$ cat src/rtl/cpu_writeback_arbiter.sv
// Register-file write-port arbiter: the primary result always wins, and secondary results queue in a small FIFO.
// Define WB_SECONDARY_BYPASS_EN to let a secondary beat write in the same cycle when the FIFO is empty and the port is idle.
module cpu_writeback_arbiter #(
  parameter int DEPTH = 4,
  parameter int AW    = 2
) (
  input  logic          clk,
  input  logic          rst_n,
  input  logic          pri_valid,
  input  logic [4:0]    pri_rd,
  input  logic [31:0]   pri_data,
  input  logic          sec_valid,
  input  logic [4:0]    sec_rd,
  input  logic [31:0]   sec_data,
  output logic          sec_ready,
  output logic          wb_we,
  output logic [4:0]    wb_rd,
  output logic [31:0]   wb_data,
  input  logic [4:0]    q_rd,
  output logic          q_busy,
  output logic [AW:0]   sec_count
);

  localparam logic [AW:0] FULL_COUNT = (AW+1)'(DEPTH);

  logic [4:0]      rd_mem   [DEPTH];
  logic [31:0]     data_mem [DEPTH];
  logic [AW-1:0]   rd_ptr_reg, wr_ptr_reg;
  logic [AW:0]     count_reg, count_next;
  logic            fifo_empty, fifo_full;
  logic            bypass_hit, push, pop;
  logic [DEPTH-1:0] entry_hit;

  assign fifo_empty = (count_reg == '0);
  assign fifo_full  = (count_reg == FULL_COUNT);
  // No pass-through when full, even if the head retires this cycle.
  assign sec_ready  = rst_n && !fifo_full;

`ifdef WB_SECONDARY_BYPASS_EN
  assign bypass_hit = rst_n && fifo_empty && !pri_valid && sec_valid && (sec_rd != 5'd0);
`else
  assign bypass_hit = 1'b0;
`endif

  // Beats for x0 are accepted and discarded; bypassed beats never enter the FIFO.
  assign push = sec_valid && sec_ready && (sec_rd != 5'd0) && !bypass_hit;
  assign pop  = rst_n && !pri_valid && !fifo_empty;

  always_comb begin
    wb_we   = 1'b0;
    wb_rd   = 5'd0;
    wb_data = 32'd0;
    if (rst_n) begin
      if (pri_valid) begin
        wb_we   = (pri_rd != 5'd0);
        wb_rd   = pri_rd;
        wb_data = pri_data;
      end else if (!fifo_empty) begin
        wb_we   = 1'b1;
        wb_rd   = rd_mem[rd_ptr_reg];
        wb_data = data_mem[rd_ptr_reg];
      end
`ifdef WB_SECONDARY_BYPASS_EN
      else if (bypass_hit) begin
        wb_we   = 1'b1;
        wb_rd   = sec_rd;
        wb_data = sec_data;
      end
`endif
    end
  end

  always_comb begin
    count_next = count_reg;
    case ({push, pop})
      2'b10:   count_next = count_reg + (AW+1)'(1);
      2'b01:   count_next = count_reg - (AW+1)'(1);
      default: count_next = count_reg;
    endcase
  end

  always_ff @(posedge clk or negedge rst_n) begin
    if (!rst_n) begin
      rd_ptr_reg <= '0;
      wr_ptr_reg <= '0;
      count_reg  <= '0;
    end else begin
      if (push) wr_ptr_reg <= wr_ptr_reg + AW'(1);
      if (pop)  rd_ptr_reg <= rd_ptr_reg + AW'(1);
      count_reg <= count_next;
    end
  end

  // Payload storage needs no reset; occupancy is tracked by the pointers and count.
  always_ff @(posedge clk) begin
    if (push) begin
      rd_mem[wr_ptr_reg]   <= sec_rd;
      data_mem[wr_ptr_reg] <= sec_data;
    end
  end

  // An entry is live when its distance from the head is below the occupancy.
  genvar gi;
  generate
    for (gi = 0; gi < DEPTH; gi++) begin : g_entry
      logic [AW-1:0] offset;
      assign offset        = AW'(gi) - rd_ptr_reg;
      assign entry_hit[gi] = ({1'b0, offset} < count_reg) && (rd_mem[gi] == q_rd);
    end
  endgenerate

  assign q_busy    = rst_n && (q_rd != 5'd0) && (|entry_hit);
  assign sec_count = count_reg;

endmodule

$ cat config.mk
export PLATFORM = sky130hd
export DESIGN_NAME = cpu_writeback_arbiter
export DESIGN_NICKNAME = d
export VERILOG_FILES = /design/src/rtl/cpu_writeback_arbiter.sv
export SDC_FILE = /design/constraint.sdc
export NUM_CORES = 1
export LEC_CHECK = 0
export ABC_AREA = 1
export CORE_UTILIZATION = 45
export CTS_CLUSTER_SIZE = 8
export DETAILED_ROUTE_END_ITERATION = 7
export HOLD_SLACK_MARGIN = 0.1
export PLACE_DENSITY = 0.72
export SYNTH_ARGS = -nofsm -noshare
export SYNTH_HDL_FRONTEND = slang
export SYNTH_SLANG_ARGS = --single-unit
$ cat constraint.sdc
create_clock -name clk -period 7.1 [get_ports clk]
set_clock_uncertainty 0.1 [all_clocks]
set_input_delay 1.065 -clock clk [delete_from_list [all_inputs] [get_ports clk]]
set_output_delay 1.065 -clock clk [all_outputs]
set_load 0.005 [all_outputs]
==> summary.md <==
| Metric | Value |
|---|---|
| Run status | complete, no violations |
| Number of cells in the design after placement | 833 |
| Number of synthesized flops with an enable pin | 148 |
| Share of cells above drive strength 1 | 6.42% |
| Number of buffers inserted during clock tree synthesis | 17 |
| Number of post-CTS setup repair buffers | 0 |
| Worst hold path cell count | 1 |
| Worst path required time | 5930 ps |
| Detailed-route DRC error count | 0 |
| IO Count | 126 |
| Final weighted congestion in routability-driven placement | 0.855 |
| Switching power | 893 uW |
| Placement Cell Area | slightly above 0.008 mm2 |
| Detailed Place HPWL | slightly below 9000 um |
| Global-route wire length before repair | 22600 um |
| Area grow syn2layout | 30.6% |
| Largest buffer count on any clock path | 2 |
| Highest achievable clock rate | 209 MHz |
| Endpoints failing hold | 0 |
| Seq pwr share | between 40% and 50% |
| Synthesis Warnings | 0 |
| Critical Path End Type | primary output |
| Effective utilization at floorplan | 46.9% |
| Setup slack of the worst register-to-register path | 4350 ps |
| Chip height | 123 um |
| Max incr delay on CP | 800 ps |
| Max reg flops | 128 |
| Portion of the clock cycle consumed by the worst path in the final layout | 67.2% |
| Combinational group share of total power | between 20% and 30% |
| Later-pin clock latency in the skew report | a little over 400 ps |
| Final setup fails | 0 |
| Share of flip-flops with an asynchronous set or reset | 4.52% |
| Hold Path Class | reg2reg |
| Number of pins with negative max-slew slack in the final report | 0 |
| Post-Synthesis Cells | 548 |
| Main flop type after synthesis | sky130_fd_sc_hd__edfxtp_1 |
| Most common cell after layout, fill and taps aside | sky130_fd_sc_hd__nand2_1 |
| Register bank with the most flops | data_mem |
| Final cell count without fillers | 865 |
| Class of the most critical setup path | in2out |
| Worst Hold End | wr_ptr_reg[0] |
| Power per unit of standard cell area | 335 mW/mm2 |
| Max H-tree Level | 4 |
| Count of buffers from port buffering | 125 |
| Setup repair after global routing missed its margin | no |
| Launching point of the worst reg2reg path | sec_count[0] |
| Final core utilization | 61.3% |
| Number of storage elements in the synthesis netlist | 155 |
| Post-Syn Area | between 0.006 and 0.007 mm2 |
| Clk pin slew, worst setup/hold paths | 60 ps |
| Iteration count of the initial detailed-routing pass | 4 |
| Drt initial violations | 225 |
| DRT Wirelength | 14700 um |
| Startpoint of the most critical hold path | wr_ptr_reg[0] |
| Routed length per placed instance | about 17 um |
| Highest-count cells in the layout ignoring fill and taps | sky130_fd_sc_hd__nand2_1, sky130_fd_sc_hd__edfxtp_1, sky130_fd_sc_hd__clkdlybuf4s50_1 |
| Final design area excluding fillers | ~0.0086 mm2 |
| Area contributors post-synth | sky130_fd_sc_hd__edfxtp_1, sky130_fd_sc_hd__nand2_1, sky130_fd_sc_hd__a22o_1 |
| Sequential area share after synthesis | 69.8% |
| Switching share of power | 30.9% |
| Buffer type at the clock tree root | sky130_fd_sc_hd__clkbuf_16 |
| Vias per std cell | 5.19 |
| Final Critical Period | 4770 ps |
| Core Box Area | 0.0141 mm2 |
| GRT Overall Usage | about a fifth |
| Hold-fix buffers, CTS | 0 |
| CP max stage cell | sky130_fd_sc_hd__nor2_4 |
| Number of routed nets with antenna violations | 0 |
| Number of nets produced by synthesis | around 640 |
| Clk network pwr share | 30.3% |
| TritonCTS sink count | 155 |
| Fraction of synthesized cell area taken by the top area cell type | 67.2% |
| Critical Path AT | between 3000 and 4000 ps |
| Antenna fix cells | 0 |
| Synthesized area per cell | ~12 um2 |
| Internal Dissipation | approximately 2000 uW |
| Max-slew headroom at the worst pin | between 30% and 40% |
| Largest delay share family, worst path | buffers and inverters |
| Vias | 4490 |
| Total negative slack for setup checks | 0 ps |
| Clock tree from TritonCTS | yes |
| Final layout net count | roughly 770 |
| Transition time of the tightest slew-check pin | just over 1000 ps |
| Maximum vdd ir drop | 0.217 mV |
| Overall die width | 123 um |
| Most area-hungry cell type in the Yosys netlist | sky130_fd_sc_hd__edfxtp_1 |
| Number of antenna violations at the first check in global routing | 0 |
| Global route overflow | 0 |
| Leakage | 0.00313 uW |
| Via count of the first global-routing pass | 4470 |
| Largest net degree at the start of global routing | 42 |
| End of the worst register-to-register path | sec_count[2] |
| Std-Cell Rows | 43 |
| Critical Path Fanout Max | roughly 40 |
| Worst hold margin | 438 ps |
| Die area | roughly 0.015 mm2 |
| Setup crit start kind | input pin |
| Distinct cells, synth | 26 |
| Total of max-cap violations | 0 |
| Post-cts sizing count | 0 |
| Cells along the critical path | clkdlybuf4s50_1 > inv_1 > nor2_4 > inv_1 > o21ai_0 > clkdlybuf4s50_1 |
| Number of cells on the worst reg-to-reg path | 8 |
| Number of buffer and inverter stages on the critical path | 4 |
[cells by family (layout without fill, tap and decap cells)]
kind of cell,Yosys count,in the layout,synth area share (%)
buffers and inverters,58,195,3.59
flip-flops,155,155,69.8
XOR/XNOR,18,18,2.38
AO/OA/AOI/OAI,47,47,5.77
adder cells (fa/ha/maj),10,10,2.01
AND/OR/NAND/NOR,260,260,16.4
[synthesized netlist by cell type, drive strengths merged, types with 2 or more instances]
master	number
edfxtp	148
clkbuf	9
xor2	9
a31oi	2
o21ai	6
buf	16
nand3	3
a22o	32
ha	9
xnor2	9
nand4	36
nand2	200
o2111ai	3
inv	33
nor2	19
dfrtp	7
[through the flow]
step                      setup slack (ps)  power (uW)
after floorplan                       3360        1670
after global placement                2350        2030
after detailed placement              2290        2050
after CTS                             2290        2930
after global routing                  2060        3060
final                                 2330        2890
[cell type report]
class / count / area, um2
fillers: 1117 / 5460
flip-flops and latches: 155 / 4620
multi-input cells: 335 / 1790
repair buffers: 130 / 1290
clock buffers: 19 / 433
well taps: 180 / 225
clock inverters: 13 / 151
inverters: 33 / 124
[routing by layer]
metal / track usage (%) / wire length [um] / vias up
met4: 7.83 / 143 / 0
met2: 34.9 / 7260 / 165
met1: 25.6 / 6350 / 2128
li1: - / - / 2181
met5: 0 / 0 / -
met3: 5.44 / 901 / 16
[worst max path at each step]
stage | end | cells past startpoint | start
after floorplan | data_mem[0][0] | 6 | rst_n
after global placement | wb_rd[2] | 6 | rst_n
after detailed placement | wb_rd[2] | 6 | rst_n
after CTS | wb_rd[2] | 6 | rst_n
after global routing | wb_rd[2] | 6 | rst_n
final | wb_rd[2] | 6 | rst_n
[power groups by stage]
stage,Clock [uW],Sequential [uW],Combinational [uW]
2_1_floorplan,0,1170,503
3_3_place_gp,0,1180,849
3_5_place_dp,0,1180,871
4_1_cts,892,1160,876
5_1_grt,930,1170,958
6_report,876,1170,853
[worst reg2reg max path: stages, from the launching register on]
cell	delay, ps
sky130_fd_sc_hd__dfrtp_1	450
sky130_fd_sc_hd__o31ai_1	160
sky130_fd_sc_hd__nor2_4	770
sky130_fd_sc_hd__ha_1	290
sky130_fd_sc_hd__inv_1	70
sky130_fd_sc_hd__fa_1	380
sky130_fd_sc_hd__a21oi_1	150
sky130_fd_sc_hd__o21ai_0	110
sky130_fd_sc_hd__xor2_1	150
(Power assumes the default switching activity.)
